[src/rtl/phy_lane_arbiter.sv]
// Four-lane round-robin byte scheduler onto one PHY transmit channel; each lane has a private FIFO.
// One edge of latency from grant to the registered output; out_ready=0 freezes the grant, pops and outputs.
module phy_lane_arbiter #(
  parameter int                    DATA_WIDTH  = 8,
  parameter int                    FIFO_DEPTH  = 4,
  parameter logic [DATA_WIDTH-1:0] IDLE_SYMBOL = 8'hBC
) (
  input  logic                  clk_4f,
  input  logic                  reset_L,
  input  logic [DATA_WIDTH-1:0] data_in_0,
  input  logic [DATA_WIDTH-1:0] data_in_1,
  input  logic [DATA_WIDTH-1:0] data_in_2,
  input  logic [DATA_WIDTH-1:0] data_in_3,
  input  logic                  valid_in_0,
  input  logic                  valid_in_1,
  input  logic                  valid_in_2,
  input  logic                  valid_in_3,
  output logic                  full_0,
  output logic                  full_1,
  output logic                  full_2,
  output logic                  full_3,
  input  logic                  out_ready,
  output logic [DATA_WIDTH-1:0] data_out,
  output logic                  valid_out,
  output logic [1:0]            lane_out,
  output logic [3:0]            overflow
);
  localparam int AW = $clog2(FIFO_DEPTH);
  localparam int CW = $clog2(FIFO_DEPTH + 1);

  logic [DATA_WIDTH-1:0] mem [4][FIFO_DEPTH];
  logic [AW-1:0]         wr_ptr [4];
  logic [AW-1:0]         rd_ptr [4];
  logic [CW-1:0]         count [4];
  logic [DATA_WIDTH-1:0] din [4];
  logic [3:0]            vin;
  logic [3:0]            full;
  logic [3:0]            push;
  logic [3:0]            pop;
  logic [1:0]            ptr;
  logic [1:0]            grant;
  logic [1:0]            idx;
  logic                  grant_vld;

  assign din[0] = data_in_0;
  assign din[1] = data_in_1;
  assign din[2] = data_in_2;
  assign din[3] = data_in_3;
  assign vin    = {valid_in_3, valid_in_2, valid_in_1, valid_in_0};
  assign full_0 = full[0];
  assign full_1 = full[1];
  assign full_2 = full[2];
  assign full_3 = full[3];

  // Scan from ptr; counts are pre-edge, so a byte pushed this edge is not yet eligible.
  always_comb begin
    grant_vld = 1'b0;
    grant     = '0;
    idx       = '0;
    for (int k = 0; k < 4; k++) begin
      idx = ptr + 2'(k);
      if (!grant_vld && count[idx] != '0) begin
        grant_vld = 1'b1;
        grant     = idx;
      end
    end
  end

  always_comb begin
    full = '0;
    push = '0;
    pop  = '0;
    for (int i = 0; i < 4; i++) begin
      full[i] = (count[i] == CW'(FIFO_DEPTH));
      push[i] = vin[i] && !full[i];
      pop[i]  = out_ready && grant_vld && (grant == 2'(i));
    end
  end

  always_ff @(posedge clk_4f) begin
    for (int i = 0; i < 4; i++) begin
      if (push[i]) mem[i][wr_ptr[i]] <= din[i];
    end
  end

  always_ff @(posedge clk_4f) begin
    if (!reset_L) begin
      for (int i = 0; i < 4; i++) begin
        count[i]  <= '0;
        wr_ptr[i] <= '0;
        rd_ptr[i] <= '0;
      end
      ptr       <= '0;
      data_out  <= IDLE_SYMBOL;
      valid_out <= 1'b0;
      lane_out  <= '0;
      overflow  <= '0;
    end else begin
      for (int i = 0; i < 4; i++) begin
        if (push[i]) wr_ptr[i] <= wr_ptr[i] + AW'(1);
        if (pop[i])  rd_ptr[i] <= rd_ptr[i] + AW'(1);
        case ({push[i], pop[i]})
          2'b10:   count[i] <= count[i] + CW'(1);
          2'b01:   count[i] <= count[i] - CW'(1);
          default: count[i] <= count[i];
        endcase
        if (vin[i] && full[i]) overflow[i] <= 1'b1;
      end
      if (out_ready) begin
        if (grant_vld) begin
          data_out  <= mem[grant][rd_ptr[grant]];
          valid_out <= 1'b1;
          lane_out  <= grant;
          ptr       <= grant + 2'd1;
        end else begin
          data_out  <= IDLE_SYMBOL;
          valid_out <= 1'b0;
        end
      end
    end
  end
endmodule

[config.mk]
export PLATFORM = sky130hd
export DESIGN_NAME = phy_lane_arbiter
export DESIGN_NICKNAME = d
export VERILOG_FILES = /design/src/rtl/phy_lane_arbiter.sv
export SDC_FILE = /design/constraint.sdc
export NUM_CORES = 1
export LEC_CHECK = 0
export CAP_MARGIN = 10
export CORE_MARGIN = 2
export CORE_UTILIZATION = 55
export CTS_CLUSTER_SIZE = 12
export DETAILED_ROUTE_END_ITERATION = 10
export DONT_BUFFER_PORTS = 1
export GPL_TIMING_DRIVEN = 0
export PLACE_DENSITY_LB_ADDON = 0.2
export SLEW_MARGIN = 20
export SYNTH_ARGS = -nofsm -noshare
export SYNTH_HDL_FRONTEND = slang
export SYNTH_SLANG_ARGS = --single-unit
[constraint.sdc]
create_clock -name clk_4f -period 11.1 [get_ports clk_4f]
set_input_delay 1.11 -clock clk_4f [delete_from_list [all_inputs] [get_ports clk_4f]]
set_output_delay 1.11 -clock clk_4f [all_outputs]
set_load 0.02 [all_outputs]
# ---- After elaboration in Yosys (flattened, before gate mapping)
# Memories as Yosys holds them, arrays and structs flattened. A register that Yosys moved wholly into a read port is not among the register bits.
# Index checks and enable logic that the tools add are counted.
dict set report word_totals {
  regBits 17
  latchBits 0
  ram_bits 156
  mem_bits_ro 0
  input_bits 39
  out_inout_bits 19
  n_memories 4
}
dict set report op_classes {
  n_addsub 20
  multipliers 0
  div_mod_pow 0
  n_lt_le_gt_ge 9
  n_eq_ne 15
  shift 0
  muxes 108
  n_bitwise 25
  n_reduce_logical 37
}
# name depth word_bits rd rd_clocked_by_memory_dff write_ports line
set memory_table {}
lappend memory_table {mem 4 32 1 0 4 31} ;# logic [DATA_WIDTH-1:0] mem [4][FIFO_DEPTH];
lappend memory_table {count 4 3 8 1 4 34} ;# logic [CW-1:0] count [4];
lappend memory_table {rd_ptr 4 2 5 0 4 33} ;# logic [AW-1:0] rd_ptr [4];
lappend memory_table {wr_ptr 4 2 4 0 4 32} ;# logic [AW-1:0] wr_ptr [4];
# cell n
set op_table {}
lappend op_table {{$mux W32} 4}
lappend op_table {{$mux W1} 66}
lappend op_table {{$demux W8 S2} 4}
lappend op_table {{$mux W8} 7}
lappend op_table {{$mux W3} 12}
lappend op_table {{$mux W2} 14}
lappend op_table {{$add A2 B1 Y2 const B} 10}
lappend op_table {{$logic_and A1 B1 Y1} 20}
lappend op_table {{$or A1 B1 Y1} 20}
lappend op_table {{$bmux W8 S2} 1}
lappend op_table {{$ge A3 B3 Y1 const B} 5}
lappend op_table {{$not A2 Y3} 5}
lappend op_table {{$add A3 B1 Y3 const B} 4}
lappend op_table {{$eq A2 B2 Y1 const B} 6}
lappend op_table {{$eq A3 B3 Y1 const B} 4}
lappend op_table {{$lt A3 B1 Y1 const B} 4}
lappend op_table {{$reduce_bool A3 Y1} 4}
lappend op_table {{$sub A3 B1 Y3 const B} 4}
lappend op_table {{$eq A2 B1 Y1 const B} 5}
lappend op_table {{$reduce_or A2 Y1} 4}
lappend op_table {{$logic_not A1 Y1} 7}
lappend op_table {{$add A2 B2 Y2 const B} 2}
lappend op_table {{$logic_not A2 Y1} 1}
lappend op_table {{$reduce_and A2 Y1} 1}

# ---- Depth between registers and ports, before layout
# Gate-level depths: netlist of the first run.
dict set report logic_depth {
  ltp_word 20
  depth_mapped 20
  depth_no_buf 17
}

# ---- Worst setup path before layout of the first run
# OpenSTA, ideal clock, no wires.
dict set report synth_path {
  path_kind {register -> register}
  startpoint {memory count[2][1] (netlist bit)}
  endpoint {memory count[0][2] (netlist bit) (data pin)}
  setup_time_ns 0.267
  arrival_time_ns 3.410
  t_required_ns 10.833
  path_slack_ns 7.423
  stages_incl_launch_ff 19
  n_path_buf 2
  synth_period_minus_slack_ns 3.677
  cell_sequence {edfxtp_1 or3_1 o311a_1 o21a_1 buf_2 nor2_2 clkbuf_1 inv_1 ha_1 nand2_1 inv_1 ha_1 nand2_1 xnor2_1 ha_1 nor2_1 mux2i_1 xor2_1 nor2_1}
}
# item line
set synth_rtl {}
lappend synth_rtl {{start, declared} 34}

==> results.sh, run 1 <==
export IMPL_status="completed"
export IMPL_grt_pass1_wl_um=29500
export IMPL_core_mm2=0.0144
export IMPL_crit_slowest_cell="nor4b_1"
export IMPL_drv_slew=0
export IMPL_final_hold_violation_count=0
export IMPL_hpwl_um=13500
export IMPL_synth_distinct_cells=58
export IMPL_fin_hold_ws_ns=0.578
export IMPL_min_path_type="register to register"
export IMPL_cts_sinks=175
export IMPL_synth_edf_count=156
export IMPL_ios=58
export IMPL_required_ns=11.26
export IMPL_fin_crit_sh_pct=41.6
export IMPL_clock_latency_ns=0.43
export IMPL_syn_mean_instance_area_um2=14.2
export IMPL_report_final_setup_viol=0
export IMPL_swShare_pct=37.5
export IMPL_r2r_start="ptr[1]$_SDFFE_PN0N_"
export IMPL_crit_chain="clkbuf_1 > nor4b_1 > nand4_1 > nand2_1 > o21ai_4 > inv_2 > buf_6 > buf_2 > ha_1 > nand2_1 > inv_1 > ha_1 > nand2_1 > xnor2_1 > ha_1 > nor3_1 > a21oi_1 > xor2_1 > nor2_1"
export IMPL_yosys_area_top_type_share_pct=58.5
export IMPL_post_cts_repair_setup_buffers=0
export IMPL_layout_common_cells="edfxtp_1, nand2_1, ha_1, inv_1, nor2_1"
export IMPL_start_util_pct=55.8
export IMPL_die_y_um=125
export IMPL_reg2reg_slack_ns=6.48
export IMPL_drtIter0Drc=682
export IMPL_cts_clk_slew_worst_paths_ns=0.06
export IMPL_htreeDepth=4
export IMPL_fin_util_pct=61.4
export IMPL_multi_input_area_mm2=0.00271
export IMPL_wl_um=19600
export IMPL_netlist_instances=563
export IMPL_dp_slack_ns=6.68
export IMPL_critPathCaptureType="register"
export IMPL_slew_headroom_pct=32.9
export IMPL_port_buffers=0
export IMPL_placed_cell_area_mm2=0.00824
export IMPL_fin_crit_ns=4.62
export IMPL_clockBufferDepth=2
export IMPL_max_stage_delay_ns=0.67
export IMPL_final_area_mm2=0.00882
export IMPL_worstHoldStart="data_out[1]$_SDFFE_PN0P_"
export IMPL_worst_setup_path_type="register to register"
export IMPL_worstSetupStartpointType="register"
export IMPL_ff_latch_area_mm2=0.00506
export IMPL_cts_root_buffer_cell="clkbuf_16"
export IMPL_power_frac_comb_pct=41.8
export IMPL_ys_ff_latch=175
export IMPL_drtAntennaViolNets=0
export IMPL_yosysSeqAreaShare_pct=63.2
export IMPL_row_count=44
export IMPL_reg2reg_depth=19
export IMPL_grt_ovfl_total=0
export IMPL_min_path_cells=2
export IMPL_final_cells=779
export IMPL_max_cap_violations=0
export IMPL_die_x_um=125
export IMPL_synth_ff_type="edfxtp_1"
export IMPL_async_flop_share_pct=0
export IMPL_floorplan_die_area_mm2=0.0155
export IMPL_min_to="data_out[1]$_SDFFE_PN0P_"
export IMPL_final_common_cell="edfxtp_1"
export IMPL_cts_tree="built"
export IMPL_grtUsageTotal_pct=26.0
export IMPL_fmax_mhz=217
export IMPL_tns_ns=0
export IMPL_grt_max_degree=17
export IMPL_place_inst=747
export IMPL_drc=0
export IMPL_antenna_found_initial=0
export IMPL_dr_pass1_iters=6
export IMPL_cts_resized=0
export IMPL_ys_warn_count=0
export IMPL_hold_buffers=0
export IMPL_drive_gt1_share_pct=11.3
export IMPL_finClkSkew_ns=0.00916
export IMPL_routed_via_density=6.42
export IMPL_area_growth_syn_to_layout_pct=10.1
export IMPL_p_sw_mw=0.978
export IMPL_place_gp_congestion=0.885
export IMPL_synthTopCellsByArea="edfxtp_1, ha_1, mux4_2, dfxtp_1, mux2i_1"
export IMPL_p_seq_share_pct=35.4
export IMPL_via_count=4999
export IMPL_rsz0062_at_grt="no"
export IMPL_grt_pass1_vias=5088
export IMPL_worstPathArrival_ns=4.78
export IMPL_fillers=1087
export IMPL_clkPwrFrac_pct=22.8
export IMPL_antenna_cells=0
export IMPL_finalWorstSetupSlack_ns=6.48
export IMPL_wl_per_cell_um=25.1
export IMPL_internal_power_mw=1.63
export IMPL_nets=655
export IMPL_r2r_end="count[2][2]$_SDFFCE_PN0P_"
export IMPL_syn_nets=636
export IMPL_worst_pin_slew_ns=1.01
export IMPL_p_leak_nw=3.36
export IMPL_yosys_area_top_type="edfxtp_1"
export IMPL_numCtsBuffers=17
export IMPL_power_mw=2.61
export IMPL_worst_path_max_fanout=11
export IMPL_power_density_mw_per_mm2=296
export IMPL_ir_worst_vdd_mv=0.145
export IMPL_synth_area_mm2=0.00801
[worst max-delay path by stage]
| stage | startpoint | to | slack [ns] |
|---|---|---|---|
| 2_1_floorplan | count[2][1]$_SDFFCE_PN0P_ | count[0][2]$_SDFFCE_PN0P_ | 7.42 |
| 3_3_place_gp | ptr[1]$_SDFFE_PN0N_ | count[2][2]$_SDFFCE_PN0P_ | 6.83 |
| 3_5_place_dp | count[0][0]$_SDFFCE_PN0P_ | count[0][2]$_SDFFCE_PN0P_ | 6.68 |
| 4_1_cts | ptr[1]$_SDFFE_PN0N_ | count[2][2]$_SDFFCE_PN0P_ | 6.59 |
| 5_1_grt | ptr[1]$_SDFFE_PN0N_ | count[2][2]$_SDFFCE_PN0P_ | 6.10 |
| 6_report | ptr[1]$_SDFFE_PN0N_ | count[2][2]$_SDFFCE_PN0P_ | 6.48 |
[cells in the mapped netlist, types with 2 or more instances]
| cell | count |
|---|---|
| nand3b_1 | 5 |
| o211ai_1 | 6 |
| xnor2_1 | 7 |
| a221oi_1 | 6 |
| nor4_1 | 4 |
| nor3_2 | 3 |
| buf_2 | 4 |
| mux2i_1 | 22 |
| o31ai_1 | 3 |
| nand4b_1 | 2 |
| a21boi_0 | 2 |
| o221a_1 | 4 |
| dfxtp_1 | 19 |
| nor2_1 | 27 |
| a22oi_1 | 2 |
| a32oi_1 | 5 |
| o21ai_0 | 9 |
| ha_1 | 34 |
| a211oi_1 | 3 |
| mux4_2 | 17 |
| o2bb2ai_1 | 2 |
| a21oi_1 | 7 |
| nand4_1 | 3 |
| a21o_1 | 2 |
| nor2b_1 | 11 |
| mux2_2 | 5 |
| edfxtp_1 | 156 |
| buf_6 | 2 |
| xor2_1 | 5 |
| or3_1 | 3 |
| nand2_1 | 53 |
| o2111ai_1 | 2 |
| nand2b_1 | 2 |
| nand3_1 | 5 |
| a2111oi_0 | 6 |
| o211a_1 | 16 |
| nor3_1 | 4 |
| and3_1 | 24 |
| clkbuf_1 | 15 |
| a221o_1 | 5 |
| inv_1 | 30 |
| buf_4 | 3 |
| o21a_1 | 3 |
[cell families after synthesis]
logic type | count (synthesis) | synth area share, %
AO/OA/AOI/OAI | 93 | 9.59
XOR/XNOR | 12 | 1.31
adder cells (fa/ha/maj) | 34 | 5.31
buffers and inverters | 56 | 3.01
flip-flops | 175 | 63.2
multiplexers | 44 | 8.23
AND/OR/NAND/NOR | 149 | 9.32
[layout make-up]
cell class	count	area share, %
Clock inverter	12	1.64
Tap cell	184	2.61
Sequential cell	175	57.4
Multi-Input combinational cell	332	30.7
Clock buffer	20	4.95
Inverter	31	1.32
Buffer	25	1.42
[per-layer routing]
metal / part of all wire, % / wire length, um / track usage (%) / vias to the layer above
li1: - / - / - / 2199
met1: 41 / 8070 / 34.5 / 2511
met2: 48 / 9320 / 40.6 / 248
met3: 8.1 / 1580 / 7.73 / 41
met4: 3.2 / 619 / 10.6 / 0
met5: 0 / 0 / 0 / -
[power by group through the flow]
stage	registers [mW]	clock network, mW	logic (mW)
3_5_place_dp	0.935	0	1.06
4_1_cts	0.922	0.599	1.08
6_report	0.923	0.594	1.09
2_1_floorplan	0.914	0	0.802
3_3_place_gp	0.929	0	1.03
5_1_grt	0.935	0.626	1.17
[critical path, delay by kind of cell, from the launching register on]
family	cells	cell delay, ns
AO/OA/AOI/OAI	2	0.31
XOR/XNOR	2	0.34
adder cells (fa/ha/maj)	3	0.63
buffers and inverters	5	1.11
flip-flops	1	0.35
AND/OR/NAND/NOR	7	1.60
[registers in the layout, summed over array words and instances, names as in the netlist, named ones only]
signal	cells
mem	128
rd_ptr	8
ptr	2
lane_out	2
data_out	8
valid_out	1
count	12
overflow	4
wr_ptr	8
(Power assumes the default switching activity.)
==> inputs of run 2 (changes only) <==
clock period = 4.1 ns   (was 11.1 ns; I/O delays follow)
==> run 2 against run 1 <==
  * Die area is the same
  * Flip-flop and latch count is the same
  * Clock skew grew 0.0014 ns
  * Non-clock buffer count grew 27
  * Hold slack lost 0.51 ns
  * Via count grew 2.6%
  * Register-to-register slack lost 6.3 ns
  * Cell count grew 3.5%
  * Critical path type unchanged
  * Largest power group unchanged
==> results.sh, run 2 (synthesis gave the netlist of run 1 again) <==
export IMPL_status="completed"
export IMPL_required_ns=4.26
export IMPL_grt_max_degree=21
export IMPL_antenna_found_initial=0
export IMPL_ios=58
export IMPL_routed_via_density=6.36
export IMPL_finClkSkew_ns=0.0106
export IMPL_antenna_cells=0
export IMPL_drive_gt1_share_pct=16.7
export IMPL_power_mw=7.40
export IMPL_grt_pass1_vias=5087
export IMPL_ir_worst_vdd_mv=0.413
export IMPL_final_hold_violation_count=0
export IMPL_cts_root_buffer_cell="clkbuf_16"
export IMPL_report_final_setup_viol=0
export IMPL_critPathCaptureType="register"
export IMPL_tns_ns=0
export IMPL_floorplan_die_area_mm2=0.0155
export IMPL_row_count=44
export IMPL_place_gp_congestion=0.885
export IMPL_layout_common_cells="edfxtp_1, nand2_1, ha_1, buf_4, inv_1"
export IMPL_drc=0
export IMPL_drtAntennaViolNets=0
export IMPL_area_growth_syn_to_layout_pct=13.9
export IMPL_core_mm2=0.0144
export IMPL_grtUsageTotal_pct=26.0
export IMPL_worst_pin_slew_ns=0.983
export IMPL_die_x_um=125
export IMPL_hpwl_um=13500
export IMPL_min_path_type="input port to register"
export IMPL_cts_clk_slew_worst_paths_ns=0.07
export IMPL_htreeDepth=4
export IMPL_fin_hold_ws_ns=0.0691
export IMPL_slew_headroom_pct=34.5
export IMPL_grt_pass1_wl_um=29500
export IMPL_worst_setup_path_type="register to register"
export IMPL_worstPathArrival_ns=4.10
export IMPL_largest_reg_flops=128
export IMPL_dp_slack_ns=-0.315
export IMPL_nets=682
export IMPL_dr_pass1_iters=7
export IMPL_via_count=5128
export IMPL_wl_per_cell_um=24.7
export IMPL_p_leak_nw=3.52
export IMPL_clockBufferDepth=2
export IMPL_finalWorstSetupSlack_ns=0.164
export IMPL_cts_sinks=175
export IMPL_start_util_pct=55.8
export IMPL_hold_buffers=0
export IMPL_final_common_cell="edfxtp_1"
export IMPL_wl_um=19900
export IMPL_clock_latency_ns=0.43
export IMPL_grt_ovfl_total=0
export IMPL_worst_path_max_fanout=20
export IMPL_die_y_um=125
export IMPL_fin_crit_sh_pct=96.0
export IMPL_numCtsBuffers=17
export IMPL_power_density_mw_per_mm2=811
export IMPL_place_inst=747
export IMPL_final_cells=806
export IMPL_cts_tree="built"
export IMPL_worstSetupStartpointType="register"
export IMPL_port_buffers=0
export IMPL_fin_crit_ns=3.94
export IMPL_max_cap_violations=0
export IMPL_drtIter0Drc=657
export IMPL_fmax_mhz=254
export IMPL_drv_slew=0
[run 2: power by group]
group          leakage [nW]  internal [mW]  switching, mW
sequential             1.63           2.28          0.223
combinational          1.60           1.43           1.86
clock                 0.289          0.954          0.658
[run 2: final timing paths]
path,startpoint,end,slack [ns],cells after the start
worst max-delay path,count[0][1]$_SDFFCE_PN0P_,count[2][2]$_SDFFCE_PN0P_,0.16,19
worst max register to register,count[0][1]$_SDFFCE_PN0P_,count[2][2]$_SDFFCE_PN0P_,0.16,19
worst min register to register,data_out[1]$_SDFFE_PN0P_,data_out[1]$_SDFFE_PN0P_,0.58,2
worst min-delay path,data_in_2[3],mem[2][19]$_DFFE_PP_,0.07,0
[run 2: worst max-delay path, cell delays in order (launching register included)]
cell and delay (ns):
edfxtp_1 0.48, nor3_4 0.33, mux4_2 0.30, buf_4 0.16, a21bo_1 0.20, buf_4 0.17
o21ai_4 0.27, inv_4 0.09, buf_12 0.19, ha_1 0.21, nand2_2 0.09, inv_1 0.07
ha_1 0.24, nand2_1 0.10, xnor2_1 0.08, ha_1 0.21, nor3_1 0.18, a21oi_1 0.08
xor2_1 0.14, nor2_1 0.06
[run 2: cell type report]
| class | instances | area, um^2 |
|---|---|---|
| Sequential cell | 175 | 5060 |
| Tap cell | 184 | 230 |
| Timing Repair Buffer | 28 | 210 |
| Clock inverter | 12 | 145 |
| Multi-Input combinational cell | 332 | 2770 |
| Clock buffer | 20 | 437 |
| Fill cell | 1050 | 5250 |
| Buffer | 24 | 145 |
| Inverter | 31 | 119 |
[run 2: layer usage]
layer	track usage [%]	part of all wire (%)	vias to the layer above	wire [um]
li1	-	-	2260	-
met1	34.1	40	2548	8050
met5	0	0	-	0
met4	10.6	3.4	0	678
met2	40.6	47	272	9430
met3	8.12	8.8	48	1760
[run 2: what timing repair did]
item / CTS / global route
pin swaps: 0 / 5
setup buffers: 0 / 28
endpoints found under the setup margin: 13 / 3
gates resized for setup: 13 / 13
[run 2: stage by stage]
step / utilization (%) / cell area, um^2
after global placement: 57.4 / 8240
final: 63.5 / 9120
after global routing: 63.5 / 9120
after floorplan: - / 8010
after detailed placement: 57.4 / 8240
after CTS: 61.8 / 8870
